[config.mk]
export PLATFORM = sky130hd
export DESIGN_NAME = shift_reg_seq
export DESIGN_NICKNAME = d
export VERILOG_FILES = /design/src/rtl/shift_pkg.sv /design/src/rtl/shift_step.sv /design/src/rtl/shift_reg_seq.sv
export SDC_FILE = /design/constraint.sdc
export NUM_CORES = 1
export LEC_CHECK = 0
export BUFFER_PORTS_ARGS = -buffer_cell sky130_fd_sc_hd__buf_2
export CAP_MARGIN = 40
export CORE_MARGIN = 2
export CORE_UTILIZATION = 40
export DETAILED_ROUTE_END_ITERATION = 12
export PLACE_DENSITY = 0.6
export SLEW_MARGIN = 20
export SYNTH_ARGS = -nofsm -noshare
export SYNTH_HDL_FRONTEND = slang
export SYNTH_HIERARCHICAL = 1
export SYNTH_SLANG_ARGS = --single-unit
[constraint.sdc]
create_clock -name clk -period 3.3 [get_ports clk]
set_clock_uncertainty 0.1 [all_clocks]
set_input_delay 0 -clock clk [delete_from_list [all_inputs] [get_ports clk]]
set_output_delay 0 -clock clk [all_outputs]
set_load 0.05 [all_outputs]
[src/rtl/shift_pkg.sv]
// Shared constants for the universal shift register: mode/direction codes and FSM states.
package shift_pkg;

  localparam logic [1:0] MODE_LOG  = 2'b00;
  localparam logic [1:0] MODE_ROT  = 2'b01;
  localparam logic [1:0] MODE_ARI  = 2'b10;
  localparam logic [1:0] MODE_HOLD = 2'b11;

  localparam logic DIR_L = 1'b0;
  localparam logic DIR_R = 1'b1;

  typedef enum logic {
    IDLE = 1'b0,
    RUN  = 1'b1
  } state_t;

endpackage

[src/rtl/shift_step.sv]
// Combinational one-step shifter: logical, rotate or arithmetic in either direction.
module shift_step
  import shift_pkg::*;
#(
  parameter int WIDTH = 8
) (
  input  logic [WIDTH-1:0] value,
  input  logic             dir,
  input  logic [1:0]       mode,
  input  logic             sin,
  output logic [WIDTH-1:0] next,
  output logic             out_bit
);

  always_comb begin
    next    = value;
    out_bit = 1'b0;
    case (mode)
      MODE_LOG: begin
        if (dir == DIR_L) begin
          next    = {value[WIDTH-2:0], sin};
          out_bit = value[WIDTH-1];
        end else begin
          next    = {sin, value[WIDTH-1:1]};
          out_bit = value[0];
        end
      end
      MODE_ROT: begin
        if (dir == DIR_L) begin
          next    = {value[WIDTH-2:0], value[WIDTH-1]};
          out_bit = value[WIDTH-1];
        end else begin
          next    = {value[0], value[WIDTH-1:1]};
          out_bit = value[0];
        end
      end
      MODE_ARI: begin
        if (dir == DIR_L) begin
          next    = {value[WIDTH-2:0], 1'b0};
          out_bit = value[WIDTH-1];
        end else begin
          next    = {value[WIDTH-1], value[WIDTH-1:1]};
          out_bit = value[0];
        end
      end
      default: begin
        next    = value;
        out_bit = 1'b0;
      end
    endcase
  end

endmodule

[src/rtl/shift_reg_seq.sv]
// Universal shift register with parallel load, single step and counted burst shifting.
//   state | meaning
//   IDLE  | accepts start > load > shift; done pulses the cycle after a burst ends
//   RUN   | one step per clock using latched controls until rem reaches terminal count
module shift_reg_seq
  import shift_pkg::*;
#(
  parameter int WIDTH = 8,
  parameter int CNT_W = 4
) (
  input  logic             clk,
  input  logic             rst,
  input  logic             load,
  input  logic [WIDTH-1:0] d_in,
  input  logic             shift,
  input  logic             dir,
  input  logic [1:0]       mode,
  input  logic             sin,
  input  logic             start,
  input  logic [CNT_W-1:0] cnt,
  output logic [WIDTH-1:0] d_out,
  output logic             sout,
  output logic             busy,
  output logic             done
);

  state_t           state_q, state_d;
  logic [CNT_W-1:0] rem_q, rem_d;
  logic             dir_q, dir_d;
  logic [1:0]       mode_q, mode_d;
  logic             sin_q, sin_d;
  logic [WIDTH-1:0] data_q, data_d;
  logic             sout_q, sout_d;
  logic             done_q, done_d;

  logic             step_dir, step_sin, step_out;
  logic [1:0]       step_mode;
  logic [WIDTH-1:0] step_next;

  // One shifter serves both paths; a running burst uses its latched controls.
  assign step_dir  = (state_q == RUN) ? dir_q  : dir;
  assign step_mode = (state_q == RUN) ? mode_q : mode;
  assign step_sin  = (state_q == RUN) ? sin_q  : sin;

  shift_step #(.WIDTH(WIDTH)) u_step (
    .value   (data_q),
    .dir     (step_dir),
    .mode    (step_mode),
    .sin     (step_sin),
    .next    (step_next),
    .out_bit (step_out)
  );

  always_comb begin
    state_d = state_q;
    rem_d   = rem_q;
    dir_d   = dir_q;
    mode_d  = mode_q;
    sin_d   = sin_q;
    data_d  = data_q;
    sout_d  = sout_q;
    done_d  = 1'b0;
    case (state_q)
      IDLE: begin
        if (start) begin
          if (cnt != '0) begin
            dir_d   = dir;
            mode_d  = mode;
            sin_d   = sin;
            rem_d   = cnt;
            state_d = RUN;
          end else begin
            done_d = 1'b1;
          end
        end else if (load) begin
          data_d = d_in;
        end else if (shift) begin
          data_d = step_next;
          if (mode != MODE_HOLD) sout_d = step_out;
        end
      end
      RUN: begin
        data_d = step_next;
        if (mode_q != MODE_HOLD) sout_d = step_out;
        rem_d = rem_q - CNT_W'(1);
        if (rem_q == CNT_W'(1)) begin
          state_d = IDLE;
          done_d  = 1'b1;
        end
      end
      default: state_d = IDLE;
    endcase
  end

  always_ff @(posedge clk or posedge rst) begin
    if (rst) begin
      state_q <= IDLE;
      rem_q   <= '0;
      dir_q   <= DIR_L;
      mode_q  <= MODE_LOG;
      sin_q   <= 1'b0;
      data_q  <= '0;
      sout_q  <= 1'b0;
      done_q  <= 1'b0;
    end else begin
      state_q <= state_d;
      rem_q   <= rem_d;
      dir_q   <= dir_d;
      mode_q  <= mode_d;
      sin_q   <= sin_d;
      data_q  <= data_d;
      sout_q  <= sout_d;
      done_q  <= done_d;
    end
  end

  assign d_out = data_q;
  assign sout  = sout_q;
  assign busy  = (state_q == RUN);
  assign done  = done_q;

endmodule

# Word level (Yosys, flattened, before mapping)
# Cells that the tools add are included.
[classes]
addsub = 1
eq_ne = 13
n_mux = 30
bitwise_logic = 1
n_reduce_logical = 7
[ops]
columns = ["operator", "n"]
rows = [
  ["$mux W8", 6],
  ["$pmux W8 S3", 1],
  ["$ne A2 B2 Y1 const B", 8],
  ["$pmux W8 S2", 1],
  ["$mux W1", 15],
  ["$mux W4", 2],
  ["$pmux W4 S2", 1],
  ["$pmux W1 S2", 3],
  ["$reduce_and A5 Y1", 1],
  ["$eq A4 B1 Y1 const B", 1],
  ["$reduce_and A2 Y1", 2],
  ["$reduce_bool A4 Y1", 1],
  ["$sub A4 B1 Y4 const B", 1],
  ["$ne A3 B3 Y1 const B", 1],
  ["$reduce_and A3 Y1", 1],
  ["$reduce_or A3 Y1", 1],
  ["$eq A2 B1 Y1 const B", 1],
  ["$eq A2 B2 Y1 const B", 1],
  ["$logic_not A2 Y1", 1],
  ["$mux W2", 1],
  ["$ne A2 B1 Y1 const B", 1],
  ["$not A1 Y1", 1],
]
[totals]
register_bits = 19
input_bits = 21
out_inout_bits = 11
wordCells = 60

# Logic depth before layout (Yosys ltp)
# Gate-level depths: netlist (run 1).
[logic_depth]
ltp_word = 9
mapped_depth = 8

# Modules after synthesis
# Netlist (run 1), hierarchy kept.
[modules_own_cells]
columns = ["module", "instances", "cells_each", "area_each_um2", "seq_area_each_um2"]
rows = [
  ["shift_reg_seq", 1, 79, 1014.7, 475.5],
  ["shift_step", 1, 37, 235.2, 0.0],
]

# Worst setup path after synthesis (run 1)
# No wires, ideal clock.
[synth_path]
kind = "register -> register"
start = "register state_q (netlist: busy)"
end = "register data_q[0] (netlist: d_out[0])"
t_arrival_ps = 2409
slack_ps = 666
stages_incl_launch_ff = 8
cell_sequence = "dfrtp_1 > clkbuf_1 > mux2_2 > buf_6 > a32o_1 > o32a_1 > mux2_2 > mux2_2"
[synth_via]
elab_chain_cells = 7
word_cells_on_any_way = 18
[synth_rtl]
columns = ["element", "line_no", "source"]
rows = [
  ["start, declared", "shift_reg_seq.sv:27", "state_t state_q, state_d;"],
  ["start signal, assigned", "shift_reg_seq.sv:106", "state_q <= state_d;"],
  ["$mux W1 (*)", "shift_reg_seq.sv:41", "assign step_dir = (state_q == RUN) ? dir_q : dir;"],
  ["net step_dir", "shift_reg_seq.sv:36", "logic step_dir, step_sin, step_out;"],
  ["$mux W8 (on tied branches)", "shift_step.sv:38, shift_step.sv:20, shift_step.sv:29", ""],
  ["$pmux W8 S3 (*)", "shift_step.sv:18", "case (mode)"],
  ["net step_next[0]", "shift_reg_seq.sv:38", "logic [WIDTH-1:0] step_next;"],
  ["$mux W8", "shift_reg_seq.sv:77", "end else if (shift) begin"],
  ["$mux W8", "shift_reg_seq.sv:75", "end else if (load) begin"],
  ["$mux W8", "shift_reg_seq.sv:65", "if (start) begin"],
  ["$pmux W8 S2 (*)", "shift_reg_seq.sv:63", "case (state_q)"],
  ["end signal, assigned", "shift_reg_seq.sv:111", "data_q <= data_d;"],
  ["end, declared", "shift_reg_seq.sv:32", "logic [WIDTH-1:0] data_q, data_d;"],
]
# The timed path passes the listed nets; every way through them passes the cells marked *. The select of a mux whose other input is x is not followed.
# A chain may end at the register's enable or synchronous reset.

# Final worst setup path (run 1)
[layout_path]
start = "register state_q (netlist: busy)"
end = "register data_q[4] (netlist: d_out[4])"
[layout_via]
elab_chain_cells = 7
word_cells_on_any_way = 17
[layout_rtl]
columns = ["element", "line_no", "source"]
rows = [
  ["$mux W2 (*)", "shift_reg_seq.sv:42", "assign step_mode = (state_q == RUN) ? mode_q : mode;"],
  ["net step_mode[1]", "shift_reg_seq.sv:37", "logic [1:0] step_mode;"],
  ["$eq A2 B2 Y1 (tied with other cells)", "shift_step.sv:18", ""],
  ["$pmux W8 S3 (*)", "shift_step.sv:18", ""],
  ["net step_next[4]", "shift_reg_seq.sv:38", ""],
  ["$mux W8", "shift_reg_seq.sv:77", ""],
  ["$mux W8", "shift_reg_seq.sv:75", ""],
  ["$mux W8", "shift_reg_seq.sv:65", ""],
  ["$pmux W8 S2 (*)", "shift_reg_seq.sv:63", ""],
]
# Marked as above.

==> implementation parameters, run 1 <==
Parameter                              Value

Yosys
  Leading area contributor after synthesis ... sky130_fd_sc_hd__dfrtp_1
  Compound-cell area share of the yosys netlist ... 14.4%
  Number of cells produced by synthesis ... 116
  Commonest cells in the synthesized netlist ... sky130_fd_sc_hd__mux2_2 (21), sky130_fd_sc_hd__dfrtp_1 (19), sky130_fd_sc_hd__nand2_1 (9), sky130_fd_sc_hd__o21ai_0 (9), sky130_fd_sc_hd__a21oi_1 (7)
  XOR/XNOR Fraction of Synth Area ... 1.40%
  Fraction of synthesized area in multiplexers ... 28.5%
  Net count of the mapped netlist ... 139
  Fraction of the mapped netlist area in adder cells ... 2.00%
  Proportion of register bits with asynchronous set or reset after synthesis ... 100%
  Number of enable-type register cells in the synthesized netlist ... 0
  Number of different library cells in the post-synthesis netlist ... 35
  Average footprint of a synthesized cell ... 10.8 sq um
  Simple-gate share of the synthesized area ... 11.4%
  Post-Synthesis Cell Area ... 1250 sq um
  Top cell type's share of synthesized area ... 38.0%
  Top cells by area in the synthesized netlist ... sky130_fd_sc_hd__dfrtp_1 (38%), sky130_fd_sc_hd__mux2_2 (19%), sky130_fd_sc_hd__mux2i_1 (4.8%)
  Top FF cell, synth ... sky130_fd_sc_hd__dfrtp_1
  Most numerous cell in the Yosys netlist ... sky130_fd_sc_hd__mux2_2
  Synth Register Bits ... 19
  Count of yosys warnings during synthesis ... 6
  Dominant combinational cell family by area after synthesis ... multiplexers
  Seq/Total Area, Yosys ... 38.0%

Clock network
  Clock Root Buffer ... sky130_fd_sc_hd__clkbuf_4
  Number of buffers created by CTS ... 3
  Clock buffer depth ... 2
  Number of hold buffers added after cts ... 18
  Insertion delay of the later-clocked pin in the worst-skew pair ... 0.29 ns
  # resized after CTS ... 0
  Post-CTS Setup Inserts ... 0
  Total clock sinks ... 19
  Clock tree from TritonCTS ... built
  Htree depth ... 1
  Reg clk slew, reported paths ... 0.11 ns

Drt
  Iteration-0 DRC Markers ... 41
  Post-route DRC ... 0
  Detailed-routing iteration count for the pre-antenna-repair pass ... 4
  Via count of the routed design ... 1045
  Routed WL ... 2600 microns
  DRT antenna net count ... 0
  Average routed wire per standard cell ... 13.1 microns
  Average vias per placed instance ... 5.28

Global routing
  Number of global-route vias before repair ... 965
  Initial antenna violation count ... 0
  Overall routing resource usage ... 16.2%
  Global route total overflow ... 0
  Wire length of the first global-routing pass ... 4350 microns
  Largest net degree at the start of global routing ... 20

Timing
  Unrepaired setup endpoints after global routing ... false
  Min cycle time layout ... 2.35 ns
  Slew at the pin closest to its max-slew limit ... 0.751 ns
  Final Cycle Share ... 71.1%
  Pins over their slew limit ... 0
  Hold violation total from the final report ... 0
  Summed negative setup slack over all endpoints ... 0 ns
  Slew headroom ... 49.3%
  Number of setup violations in the final report ... 0
  F_max ... 426 MHz

Floorplanning
  Area enclosed by the die boundary ... 3590 sq um
  Standard-cell row count ... 20
  Die Span X ... 59.9 microns
  CORE AREA ... 3000 sq um
  Effective utilization at floorplan ... 41.6%
  Boundary Pins ... 32
  Die Y-Extent ... 59.9 microns

Pwr
  Max rail drop VDD ... 352 uV
  Static Leak ... 0.750 nW
  Total power density per cell area ... 1020 nW/um^2

Cells and area
  Core Util, Final ... 54.4%
  Net total in the final layout ... 189
  Final antenna diode count ... 0
  Share of layout cells above drive strength 1 ... 40.6%
  Area delta synth->final ... 30.7%

Placed design
  Gp weighted congestion ... 0.733
  Number of input and output port buffers inserted ... 31
  HPWL Detailed ... 1890 microns

Setup path
  Nature of the critical path startpoint ... flip-flop
  Required time at the endpoint of the critical path ... 3.38 ns
  Critical path, cell by cell ... mux2_2 -> and2_1 -> nand2_1 -> o21ai_0 -> mux2_2 -> mux2_2
  Slowest cell on the critical path ... sky130_fd_sc_hd__dfrtp_1
  Most frequent CP cell ... sky130_fd_sc_hd__mux2_2
  Worst endpoint data arrival time ... 2.43 ns
  Largest stage delay, worst path ... 0.69 ns
  Crit path buf inv count ... 0
  Critical path type ... reg -> reg
  Endpoint kind of the worst setup timing path ... flip-flop
  Maximum fanout along the worst path ... 17
  Worst R2R Setup Slack ... 0.95 ns
  Kind of cell with the highest combined delay on the critical path ... multiplexers

Worst hold path
  Path type of the worst min-delay path ... in -> reg

Status
  Result of the run ... finished, final reports clean

Job
  Count of max-cap constraint violations ... 0
registers in the layout (all words and copies together) (netlist names):
name    count
d_out       8
rem_q       4
mode_q      2
busy        1
dir_q       1
done        1
sin_q       1
sout        1
layout make-up:
cell class	count	area, sq um
fillers	272	1370
repair buffers	50	347
flip-flops and latches	19	475
inverters	6	22.5
well taps	33	41.3
multi-input cells	86	722
clock buffers	4	26.3
power by group:
part           internal [mW]  total, mW  switching [mW]
sequential             0.353      0.485           0.131
combinational          0.508       1.06           0.557
clock                 0.0470      0.117          0.0699
total                  0.908       1.67           0.758
cell usage in the layout (no fill, tap or decap), types with 4 or more instances in the layout:
cell type                        n
sky130_fd_sc_hd__a21oi_1         7
sky130_fd_sc_hd__buf_2          31
sky130_fd_sc_hd__dfrtp_1        19
sky130_fd_sc_hd__dlygate4sd3_1  18
sky130_fd_sc_hd__inv_1           6
sky130_fd_sc_hd__mux2_2         21
sky130_fd_sc_hd__mux2_4          4
sky130_fd_sc_hd__mux2i_1         6
sky130_fd_sc_hd__nand2_1         9
sky130_fd_sc_hd__o21ai_0         9
per-stage QoR:
step | instance area [sq um] | hold WS (ns) | power, mW | setup WS (ns) | cells
floorplan | 1250 | -0.149 | 1.36 | 0.666 | 116
global placement | 1420 | 0.0656 | 1.52 | 1.01 | 175
detailed placement | 1420 | 0.0825 | 1.55 | 0.994 | 175
CTS | 1620 | 0.0122 | 1.69 | 0.963 | 197
global route | 1630 | 0.0545 | 1.81 | 0.796 | 198
finish | 1630 | 0.0352 | 1.67 | 0.952 | 198
cells by family after synthesis:
logic type,Yosys count
muxes,31
AOI/OAI and AO/OA,28
and+or+nand+nor,23
DFF,19
buffers and inverters,11
xor gates and xnor gates,2
adders and majority gates,2
layer usage:
layer | vias to the layer above | track usage [%] | share of wire (%)
met5 | - | 0 | 0
met4 | 0 | 5.71 | 0.73
met3 | 2 | 2.60 | 3.2
met2 | 23 | 25.6 | 49
met1 | 497 | 22.4 | 47
li1 | 523 | - | -
worst paths after layout:
path	from	to	cells past startpoint
setup / recovery	busy	d_out[4]	6
hold / removal	start	rem_q[0]	3
min in group asynchronous	rst	busy	3
setup reg to reg	busy	d_out[4]	6
max in group asynchronous	rst	rem_q[0]	4
hold reg to reg	sin_q	sin_q	1
worst register-to-register path, cell delays in order, from the launching register on:
cell	delay, ns
sky130_fd_sc_hd__dfrtp_1	0.69
sky130_fd_sc_hd__mux2_2	0.44
sky130_fd_sc_hd__and2_1	0.29
sky130_fd_sc_hd__nand2_1	0.12
sky130_fd_sc_hd__o21ai_0	0.07
sky130_fd_sc_hd__mux2_2	0.27
sky130_fd_sc_hd__mux2_2	0.27
(Power assumes the default switching activity.)
==> run 2, diff against run 1 <==
==> constraint.sdc (replaced) <==
create_clock -name clk -period 2.2 [get_ports clk]
set_clock_uncertainty 0.1 [all_clocks]
set_input_delay 0 -clock clk [delete_from_list [all_inputs] [get_ports clk]]
set_output_delay 0 -clock clk [all_outputs]
set_load 0.05 [all_outputs]
==> implementation parameters, run 2 (synthesis gave the netlist of run 1 again) <==
Parameter                              Value

Placed design
  Gp weighted congestion ... 0.882 (+20%)
  Placed Instance Area ... 1450 sq um (+2.6%)
  HPWL Detailed ... 1900 microns (+0.82%)
  Number of input and output port buffers inserted ... 31 (unchanged)

Cells and area
  Core Util, Final ... 56.2% (+1.8 points)
  Leading cell type in the layout, fill and taps excluded ... sky130_fd_sc_hd__buf_2
  Most used cells in the layout excluding fill and tap cells ... sky130_fd_sc_hd__buf_2 (31), sky130_fd_sc_hd__dlygate4sd3_1 (19), sky130_fd_sc_hd__dfrtp_1 (18), sky130_fd_sc_hd__mux2_2 (16)
  Area delta synth->final ... 34.9%
  Final antenna diode count ... 0 (unchanged)
  Number of flip-flops under the largest register name ... 8 (unchanged)
  Net total in the final layout ... 192 (+1.6%)
  Cell area after layout ... 1690 sq um (+3.2%)
  Number of fill cells ... 262 (-3.7%)
  Share of layout cells above drive strength 1 ... 42.9% (+2.3 points)

Pwr
  Total power density per cell area ... 1550 nW/um^2 (+52%)
  Static Leak ... 0.797 nW (+6.3%)
  Gate power share ... 66.3% (+2.4 points)
  Max rail drop VDD ... 607 uV (+73%)
  Flop pwr share ... 27.1% (-2.0 points)
  Net Switching ... 1.16 mW (+54%)
  Switching part of the total ... 44.5% (-0.99 points)
  Clock share of power ... 6.5% (-0.5 points)
  Internal power contribution ... 1.45 mW (+60%)

Clock network
  Clock buffer depth ... 2 (unchanged)
  Clock tree from TritonCTS ... built
  Htree depth ... 1 (unchanged)
  Post-CTS Setup Inserts ... 0 (unchanged)
  Total clock sinks ... 19 (unchanged)
  Clock Root Buffer ... sky130_fd_sc_hd__clkbuf_4
  Insertion delay of the later-clocked pin in the worst-skew pair ... 0.29 ns (about the same)
  Number of buffers created by CTS ... 3 (unchanged)
  Reg clk slew, reported paths ... 0.10 ns (about the same)

Floorplanning
  Boundary Pins ... 32 (unchanged)
  Die Span X ... 59.9 microns (unchanged)
  Die Y-Extent ... 59.9 microns (unchanged)
  Standard-cell row count ... 20 (unchanged)
  CORE AREA ... 3000 sq um (unchanged)
  Effective utilization at floorplan ... 41.6% (unchanged)
  Area enclosed by the die boundary ... 3590 sq um (unchanged)

Timing
  Hold violation total from the final report ... 0 (unchanged)
  Unrepaired setup endpoints after global routing ... false
  Summed negative setup slack over all endpoints ... 0 ns (unchanged)
  Slew at the pin closest to its max-slew limit ... 0.774 ns (+0.0231 ns)
  Slew headroom ... 47.7% (-1.6 points)
  Number of setup violations in the final report ... 0 (unchanged)
  Min cycle time layout ... 1.96 ns (-0.390 ns)
  Pins over their slew limit ... 0 (unchanged)
  Final Cycle Share ... 89.0% (+18 points)
  F_max ... 511 MHz (+20%)

Worst hold path
  Path type of the worst min-delay path ... in -> reg

Drt
  Routed WL ... 2660 microns (+2.3%)
  Average vias per placed instance ... 5.23 (-0.83%)
  Iteration-0 DRC Markers ... 27 (-34%)
  Via count of the routed design ... 1052 (+0.67%)
  DRT antenna net count ... 0 (unchanged)
  Post-route DRC ... 0 (unchanged)
  Average routed wire per standard cell ... 13.2 microns (+0.78%)
  Detailed-routing iteration count for the pre-antenna-repair pass ... 4 (unchanged)

Global routing
  Wire length of the first global-routing pass ... 4550 microns (+4.8%)
  Number of global-route vias before repair ... 1015 (+5.2%)
  Global route total overflow ... 0 (unchanged)
  Initial antenna violation count ... 0 (unchanged)
  Overall routing resource usage ... 16.8% (+0.58 points)
  Largest net degree at the start of global routing ... 20 (unchanged)

Setup path
  Maximum fanout along the worst path ... 12 (-5)
  Nature of the critical path startpoint ... flip-flop
  Worst endpoint data arrival time ... 2.04 ns (-0.39 ns)
  Endpoint kind of the worst setup timing path ... flip-flop
  Required time at the endpoint of the critical path ... 2.29 ns (-1.09 ns)
  Critical path type ... reg -> reg

Job
  Count of max-cap constraint violations ... 0 (unchanged)

Status
  Result of the run ... finished, final reports clean
==> run 2: routing by layer <==
| metal | global-route usage [%] | wire, microns | up-vias |
|---|---|---|---|
| met5 | 0 | 0 | - |
| met4 | 6.35 | 19 | 0 |
| met3 | 1.95 | 84 | 2 |
| met2 | 25.3 | 1200 | 20 |
| met1 | 24.5 | 1350 | 499 |
| li1 | - | - | 531 |
==> run 2: repair_timing <==
item,CTS,global route
resized for setup,0,0
hold buffers,19,0
endpoints found under the hold margin,36,0
==> run 2: stage by stage <==
| stage | hold WS (ns) | power [mW] | setup slack [ns] | cells |
|---|---|---|---|---|
| after CTS | 0.0135 | 2.64 | 0.242 | 200 |
| after floorplan | -0.149 | 2.17 | -0.0881 | 116 |
| after global routing | 0.0350 | 2.86 | 0.0829 | 201 |
| final | 0.0264 | 2.62 | 0.242 | 201 |
| after detailed placement | 0.0748 | 2.42 | 0.253 | 177 |
| after global placement | 0.0645 | 2.39 | 0.287 | 177 |
==> run 2: final timing paths <==
| check | start | end | slack, ns | cells after the start |
|---|---|---|---|---|
| worst min register to register | sin_q | sin_q | 0.42 | 1 |
| max in group asynchronous | rst | busy | 1.69 | 4 |
| worst max register to register | busy | d_out[7] | 0.24 | 6 |
| worst min-delay path | start | rem_q[2] | 0.03 | 3 |
| worst max-delay path | busy | d_out[7] | 0.24 | 6 |
| min in group asynchronous | rst | d_out[2] | 0.15 | 4 |
==> run 2: area by class of cell <==
class | instances | area, sq um | share of cell area, %
Sequential cell | 19 | 477 | 28.3
Clock buffer | 3 | 22.5 | 1.34
Clock inverter | 1 | 5.00 | 0.297
Tap cell | 33 | 41.3 | 2.45
Multi-Input combinational cell | 86 | 743 | 44.1
Timing Repair Buffer | 53 | 375 | 22.3
Inverter | 6 | 22.5 | 1.34
==> run 2: power by group through the flow <==
stage          Sequential (mW)  Combinational (mW)  Clock [mW]
2_1_floorplan            0.992                1.17           0
3_3_place_gp             0.717                1.68           0
3_5_place_dp             0.721                1.70           0
4_1_cts                  0.714                1.74       0.184
5_1_grt                  0.744                1.92       0.201
6_report                 0.711                1.74       0.171
==> run 2: worst max-delay path, cell delays in order, from the launching register on <==
cell	delay [ns]
sky130_fd_sc_hd__dfrtp_2	0.47
sky130_fd_sc_hd__mux2_4	0.40
sky130_fd_sc_hd__nand2_1	0.13
sky130_fd_sc_hd__a31oi_1	0.09
sky130_fd_sc_hd__o21a_1	0.17
sky130_fd_sc_hd__mux2_2	0.25
sky130_fd_sc_hd__mux2_2	0.26
